[config.mk]
export PLATFORM = sky130hd
export DESIGN_NAME = imm_sequencer
export DESIGN_NICKNAME = d
export VERILOG_FILES = /design/src/rtl/imm_sequencer_pkg.sv /design/src/rtl/imm_sequencer_sign_extend.sv /design/src/rtl/imm_sequencer.sv
export SDC_FILE = /design/constraint.sdc
export NUM_CORES = 1
export LEC_CHECK = 0
export ABC_CLOCK_PERIOD_IN_PS = 4200
export CAP_MARGIN = 5
export CORE_MARGIN = 2
export CORE_UTILIZATION = 57
export CTS_BUF_LIST = sky130_fd_sc_hd__clkbuf_4 sky130_fd_sc_hd__clkbuf_8
export DETAILED_ROUTE_END_ITERATION = 10
export HOLD_SLACK_MARGIN = 0.03
export PLACE_DENSITY = 0.86
export SYNTH_ARGS = -nofsm -noshare
export SYNTH_HDL_FRONTEND = slang
export SYNTH_SLANG_ARGS = --single-unit
[constraint.sdc]
create_clock -name clk -period 4.2 [get_ports clk]
set_clock_uncertainty 0.15 [all_clocks]
set_input_delay 1.05 -clock clk [delete_from_list [all_inputs] [get_ports clk]]
set_output_delay 1.05 -clock clk [all_outputs]
set_load 0.01 [all_outputs]
[src/rtl/imm_sequencer_pkg.sv]
// Shared processor constants for the immediate sequencer: mode codes, FSM
// state encoding and small immediate-forming helpers.
package imm_sequencer_pkg;

  localparam logic [1:0] MODE_SEXT8 = 2'b00;
  localparam logic [1:0] MODE_ZEXT8 = 2'b01;
  localparam logic [1:0] MODE_TWO   = 2'b10;
  localparam logic [1:0] MODE_RSVD  = 2'b11;

  typedef enum logic [1:0] {
    ST_IDLE   = 2'b00,
    ST_FETCH1 = 2'b01,
    ST_FETCH2 = 2'b10,
    ST_DONE   = 2'b11
  } state_t;

  function automatic logic [15:0] zero_extend8(input logic [7:0] b);
    return {8'h00, b};
  endfunction

  function automatic logic [15:0] join_bytes(input logic [7:0] hi_b, input logic [7:0] lo_b);
    return {hi_b, lo_b};
  endfunction

endpackage

[src/rtl/imm_sequencer_sign_extend.sv]
// Sign extension from IN_W to OUT_W bits; purely combinational.
module imm_sequencer_sign_extend #(
  parameter int IN_W  = 8,
  parameter int OUT_W = 16
) (
  input  logic [IN_W-1:0]  din,
  output logic [OUT_W-1:0] dout
);

  assign dout = {{(OUT_W - IN_W){din[IN_W-1]}}, din};

endmodule

[src/rtl/imm_sequencer.sv]
// Builds a 16-bit immediate from one or two instruction-stream bytes, with a
// per-byte timeout; done/err/imm_out are registered, byte_req/busy decode state.
module imm_sequencer
  import imm_sequencer_pkg::*;
#(
  parameter int TIMEOUT_CYCLES = 255
) (
  input  logic        clk,
  input  logic        reset,
  input  logic        start,
  input  logic [1:0]  mode,
  output logic        byte_req,
  input  logic        byte_valid,
  input  logic [7:0]  byte_in,
  output logic        busy,
  output logic        done,
  output logic        err,
  output logic [15:0] imm_out
);

  // The counter value seen in the last waiting cycle before the abort.
  localparam logic [7:0] TIMEOUT_LAST = 8'(TIMEOUT_CYCLES - 1);

  state_t      state;
  logic [1:0]  mode_q;
  logic [7:0]  hi;
  logic [7:0]  cnt;
  logic [15:0] sext_val;
  logic        accept;
  logic        expired;

  imm_sequencer_sign_extend #(
    .IN_W  (8),
    .OUT_W (16)
  ) u_sext (
    .din  (byte_in),
    .dout (sext_val)
  );

  assign byte_req = (state == ST_FETCH1) || (state == ST_FETCH2);
  assign busy     = (state != ST_IDLE);
  assign accept   = byte_req && byte_valid;
  assign expired  = (cnt == TIMEOUT_LAST);

  always_ff @(posedge clk or posedge reset) begin
    if (reset) begin
      state   <= ST_IDLE;
      mode_q  <= MODE_SEXT8;
      hi      <= 8'h00;
      cnt     <= 8'h00;
      imm_out <= 16'h0000;
      done    <= 1'b0;
      err     <= 1'b0;
    end else begin
      done <= 1'b0;
      err  <= 1'b0;
      case (state)
        ST_IDLE: begin
          if (start) begin
            if (mode == MODE_RSVD) begin
              state <= ST_DONE;
              done  <= 1'b1;
              err   <= 1'b1;
            end else begin
              mode_q <= mode;
              cnt    <= 8'h00;
              state  <= ST_FETCH1;
            end
          end
        end

        ST_FETCH1: begin
          // An accept always wins over a coincident timeout.
          if (accept) begin
            cnt <= 8'h00;
            if (mode_q == MODE_TWO) begin
              hi    <= byte_in;
              state <= ST_FETCH2;
            end else begin
              imm_out <= (mode_q == MODE_SEXT8) ? sext_val : zero_extend8(byte_in);
              done    <= 1'b1;
              state   <= ST_DONE;
            end
          end else if (expired) begin
            cnt   <= 8'h00;
            done  <= 1'b1;
            err   <= 1'b1;
            state <= ST_DONE;
          end else begin
            cnt <= cnt + 8'd1;
          end
        end

        ST_FETCH2: begin
          if (accept) begin
            cnt     <= 8'h00;
            imm_out <= join_bytes(hi, byte_in);
            done    <= 1'b1;
            state   <= ST_DONE;
          end else if (expired) begin
            cnt   <= 8'h00;
            done  <= 1'b1;
            err   <= 1'b1;
            state <= ST_DONE;
          end else begin
            cnt <= cnt + 8'd1;
          end
        end

        ST_DONE: state <= ST_IDLE;

        default: state <= ST_IDLE;
      endcase
    end
  end

endmodule
== Word level (Yosys, flattened, before mapping) ==
Index checks and enable logic that the tools add are counted.

* Logic and storage cells: 58
* Register bits after elaboration: 38
* Bits of input ports: 14

* Multiplexer cells: 26
* Bitwise logic cells: 1
* Add/sub/neg operators: 1
* Reduce and logical (&&, ||, !) cells: 12
* Equality and inequality tests: 11

{| class="wikitable"
|+ Operator list
! operator !! count
|-
| $mux 16 || 4
|-
| $mux 8 || 4
|-
| $pmux 16 s2 || 1
|-
| $pmux 8 s2 || 1
|-
| $mux 2 || 5
|-
| $ne 2x2->1 const B || 5
|-
| $reduce_and 3->1 || 3
|-
| $add 8x1->8 const B || 1
|-
| $eq 2x2->1 const B || 4
|-
| $eq 8x8->1 const B || 1
|-
| $mux 1 || 8
|-
| $pmux 2 s4 || 1
|-
| $reduce_bool 2->1 || 3
|-
| $logic_not 2->1 || 2
|-
| $reduce_and 4->1 || 1
|-
| $pmux 1 s3 || 1
|-
| $eq 2x1->1 const B || 1
|-
| $pmux 1 s2 || 1
|-
| $reduce_or 2->1 || 1
|-
| $logic_and 1x1->1 || 1
|-
| $logic_or 1x1->1 || 1
|-
| $not 1->1 || 1
|}

== Longest topological paths before layout ==
* Depth after elaboration: 5
* Mapped depth: 7
* Gate-level depth less buffers: 6

== Hierarchy ==
Synthesis repeated with hierarchy kept, for this count alone.

* Cell total of the unflattened synthesis: 190
* Area total of the unflattened synthesis: 2033.2 µm²

{| class="wikitable"
|+ Modules (own cells, without submodules)
! module !! sequential area each (µm²) !! times used !! area each (µm²) !! cells each
|-
| imm_sequencer || 950.9 || 1 || 1913.1 || 174
|-
| imm_sequencer_sign_extend || 0.0 || 1 || 120.1 || 16
|}

== Least setup slack after synthesis ==
Ideal clock, no wire load.

* Path kind: input port to flip-flop
* From: in mode[1]
* To: reg cnt[6]
* Setup slack: 1.918 ns
* Arrival time: 2.055 ns
* Library setup time: 0.078 ns
* Path buffers: 0
* Stages: 4
* Cells stage by stage: and2_1 a2bb2oi_1 or4_2 a21oi_1

* Cells in the longest elaborated chain, start to end: 3

{| class="wikitable"
|+ Ends and longest elaborated chain
! element !! RTL line !! source
|-
| from (decl) || imm_sequencer.sv:11 || <nowiki>input logic [1:0] mode,</nowiki>
|-
| $eq 2x2->1 || imm_sequencer.sv:60 || <nowiki>if (mode == MODE_RSVD) begin</nowiki>
|-
| $ne 2x2->1 (no line) || -- ||
|-
| $reduce_and 3->1 (no line) || -- ||
|-
| to (signal assigned) || imm_sequencer.sv:90 || <nowiki>cnt <= cnt + 8'd1;</nowiki>
|-
| to (signal assigned) || imm_sequencer.sv:106 || <nowiki>cnt <= cnt + 8'd1;</nowiki>
|-
| to (decl) || imm_sequencer.sv:27 || <nowiki>logic [7:0] cnt;</nowiki>
|}

No other way between the ends.
A chain may end at the register's enable or synchronous reset.

== Worst setup path in the final report ==
* From: reg state[0]
* To: out byte_req

* Cells in the longest elaborated chain, start to end: 2
* Elaborated cells between the ends (all ways): 3
* Classes of those cells: 2 x eq/ne; 1 x reduce/logical

{| class="wikitable"
|+ Ends and longest elaborated chain
! element !! RTL line !! source
|-
| from (decl) || imm_sequencer.sv:24 || <nowiki>state_t state;</nowiki>
|-
| from (signal assigned) || imm_sequencer.sv:47 || <nowiki>state <= ST_IDLE;</nowiki>
|-
| from (signal assigned) || imm_sequencer.sv:61 || <nowiki>state <= ST_DONE;</nowiki>
|-
| from (signal assigned) || imm_sequencer.sv:67 || <nowiki>state <= ST_FETCH1;</nowiki>
|-
| $eq 2x1->1 or $eq 2x2->1 (tied branches) || imm_sequencer.sv:40 || <nowiki>assign byte_req = (state == ST_FETCH1) || (state == ST_FETCH2);</nowiki>
|-
| $logic_or 1x1->1 (*) || imm_sequencer.sv:40 ||
|-
| to (decl) || imm_sequencer.sv:12 || <nowiki>output logic byte_req,</nowiki>
|}

Every way passes the cells marked *; elsewhere a longest branch is shown, timed or not.

==> impl_results.md <==
* Die height at 60.2 microns
* Int Power at 984 uW
* Postcts setup bufs at 0
* Crit path buffers/inverters at 2
* Worst vdd ir at between 0.4 and 0.5 mV
* Ratio of cells with drive above 1 in the final layout at 14.7%
* Total negative slack at 0 ps
* Vias in the first global route at 1411
* CP endpoint kind: output port
* Sw Share at 37.1%
* Core area at 0.00303 sq mm
* Antenna Cells at 0
* Synth top area cells: dfrtp_1 53%, mux2_2 10%, ha_1 4.9%
* CP top delay family: buffers and inverters
* Port Buffer Count at 33
* Slowest stage cell, crit path: clkdlybuf4s50_1
* Routability cong. at 0.912
* Final setup vio count at 0
* Total CTS buffers at 5
* Ys async rst share at 100%
* Mean Syn Cell Area at ~11 sq um
* Syn Nets at about 190
* HP Class: register to register
* Largest stage delay on the critical path at 570 ps
* Period utilization at 72.7%
* Seq pwr share at around two fifths
* Register area share after synthesis at 52.7%
* Post-route minimum period at between 3000 and 4000 ps
* Max-slew headroom at between 40% and 50%
* # DRC at 0
* Number of max-cap violations at 0
* Unrepaired setup endpoints after global routing: no
* Pin count of the biggest net entering global routing at 39
* Via count at 1370
* Worst-path clk slew at 110 ps
* Deepest clock path buffer count at 2
* # rows at 20
* Total clock sinks at 38
* Vias per cell at 5.52
* Ys Warns at 0
* Run status: complete, no violations
* Starting Density at between 50% and 60%
* Switching power at 579 uW
* CTS tree: done
* Synth cell count leaders: 38 x dfrtp_1, 17 x inv_1, 16 x a21oi_1, 16 x mux2_2, 10 x nor2_1
* IO Pins at 34
* CTS resizes at 0
* Req. time, crit path at 3000 ps
* Slew Limit Fails at 0
* Clk pwr share at between 10 and 15%
* DR pass1 iterations at 4
* DR iter-0 viols at between 40 and 50
* Post-Synthesis Cell Area at 0.00180 sq mm
* Most common cell in the netlist: dfrtp_1
* NumNets Final at 224
* Post-Route WL at 3.59 mm
* Number of synthesized register bits at 38
* Cell accounting for the most synthesized area: dfrtp_1
* Crit path max fanout at 7
* Max H-tree Level at 2
* Top_reg_cell synth: dfrtp_1
* DR WL/cell at 14.5 microns
* Crit-path cells: inv_1 -> ha_1 -> clkdlybuf4s50_1
* Area share of the largest cell type after synthesis at between 50 and 60%
* Reg-to-reg slack, setup at 1610 ps
* Clk root buf: clkbuf_4
* P&R area growth vs syn at 24.8%
* Mapped Cells at 164
* Leak at 0.00102 uW
* Pwr/cell area at 694 mW/mm^2
* HPWL Detailed at ~2.7 mm
* CP Launch Type: register
* Die width at about 60 microns
* Power Total at 1560 uW
* Combinational power share at 48.5%
* Initial antenna violation count at 0
* Gr ovfl total at 0
* GRT Util Overall at between 20% and 30%
* EDFF count, synth at 0
* DIE AREA at around 0.0036 sq mm
* Critical path arrival at roughly 1900 ps
* Final Hold Viols at 0
* Clk Latency, worst-skew pair at 330 ps
* Fmax at 328 MHz
* First-pass GRT wire length at about 6 mm
* Setup Crit Path Kind: register to output port
* Antenna-violating nets left at 0
* Unique cell type count in the Yosys netlist at 34
* Measured slew at the worst slew-check pin at 803 ps
* CTS Hold Buffers Added at 0
[sequential cells by signal (all words and copies together), names as in the netlist]
register / cells
mode_q: 2
done: 1
imm_out: 16
hi: 8
cnt: 8
err: 1
state: 2
[worst reg2reg max path, cell delays in order, from the launching register on]
cell,delay [ps]
dfrtp_1,440
inv_1,130
ha_1,490
inv_1,110
o22ai_1,190
nand2_1,490
mux2_2,480
[cell families after synthesis]
logic type	synth area share, %
AND/OR/NAND/NOR	12.1
AO/OA/AOI/OAI	11.5
flip-flops	52.7
buffers and inverters	4.44
adder cells (fa/ha/maj)	4.86
multiplexers	14.4
[per-layer routing]
metal  global-route usage [%]  vias up  wire (microns)
met5                        0        -               0
met4                     6.98        0              48
met3                     5.84        7             112
met2                     42.5       35            1970
met1                     25.9      673            1460
li1                         -      655               -
[metrics by stage]
step	setup WS, ps	hold WS (ps)	util [%]	instances	cell area [sq um]
floorplan	1920	330	-	164	1800
finish	1150	366	74.3	248	2250
CTS	1130	370	74.3	248	2250
detailed placement	1280	343	72.2	240	2190
global placement	1310	338	72.2	240	2190
global route	1050	392	74.3	248	2250
[path summary, 6_finish.rpt]
kind,start,end,depth (start not counted)
worst max register to register,state[0],imm_out[3],6
max in group asynchronous,reset,state[1],3
worst max-delay path,state[0],byte_req,3
min in group asynchronous,reset,cnt[2],3
worst min register to register,imm_out[1],imm_out[1],1
worst min-delay path,imm_out[1],imm_out[1],1
[layout make-up]
type / count / area [sq um]
repair buffers: 35 / 345
clock buffers: 6 / 51.3
well taps: 44 / 55.1
multi-input cells: 106 / 772
flip-flops and latches: 38 / 951
inverters: 17 / 63.8
clock inverters: 2 / 12.5
fillers: 223 / 777
[cell usage in the layout (no fill, tap or decap), types with 2 or more instances in the layout]
cell             instances
o31ai_1                  4
clkdlybuf4s50_1         33
or3_1                    2
or4_1                    2
nor2_1                  10
nand2_1                  8
nor2b_1                  2
o21ai_0                  7
o22a_1                   2
a21oi_1                 16
buf_4                    2
mux2_2                  16
dfrtp_1                 38
nand3_1                  6
inv_1                   17
clkbuf_4                 5
ha_1                     7
mux2i_1                  8
[power groups by stage]
stage               sequential [uW]  clock [uW]  combinational, uW
CTS                             605         206                762
finish                          604         200                758
global route                    622         219                837
global placement                599           0                725
detailed placement              613           0                760
floorplan                       631           0                430
Power figures use the tool's default switching activity.
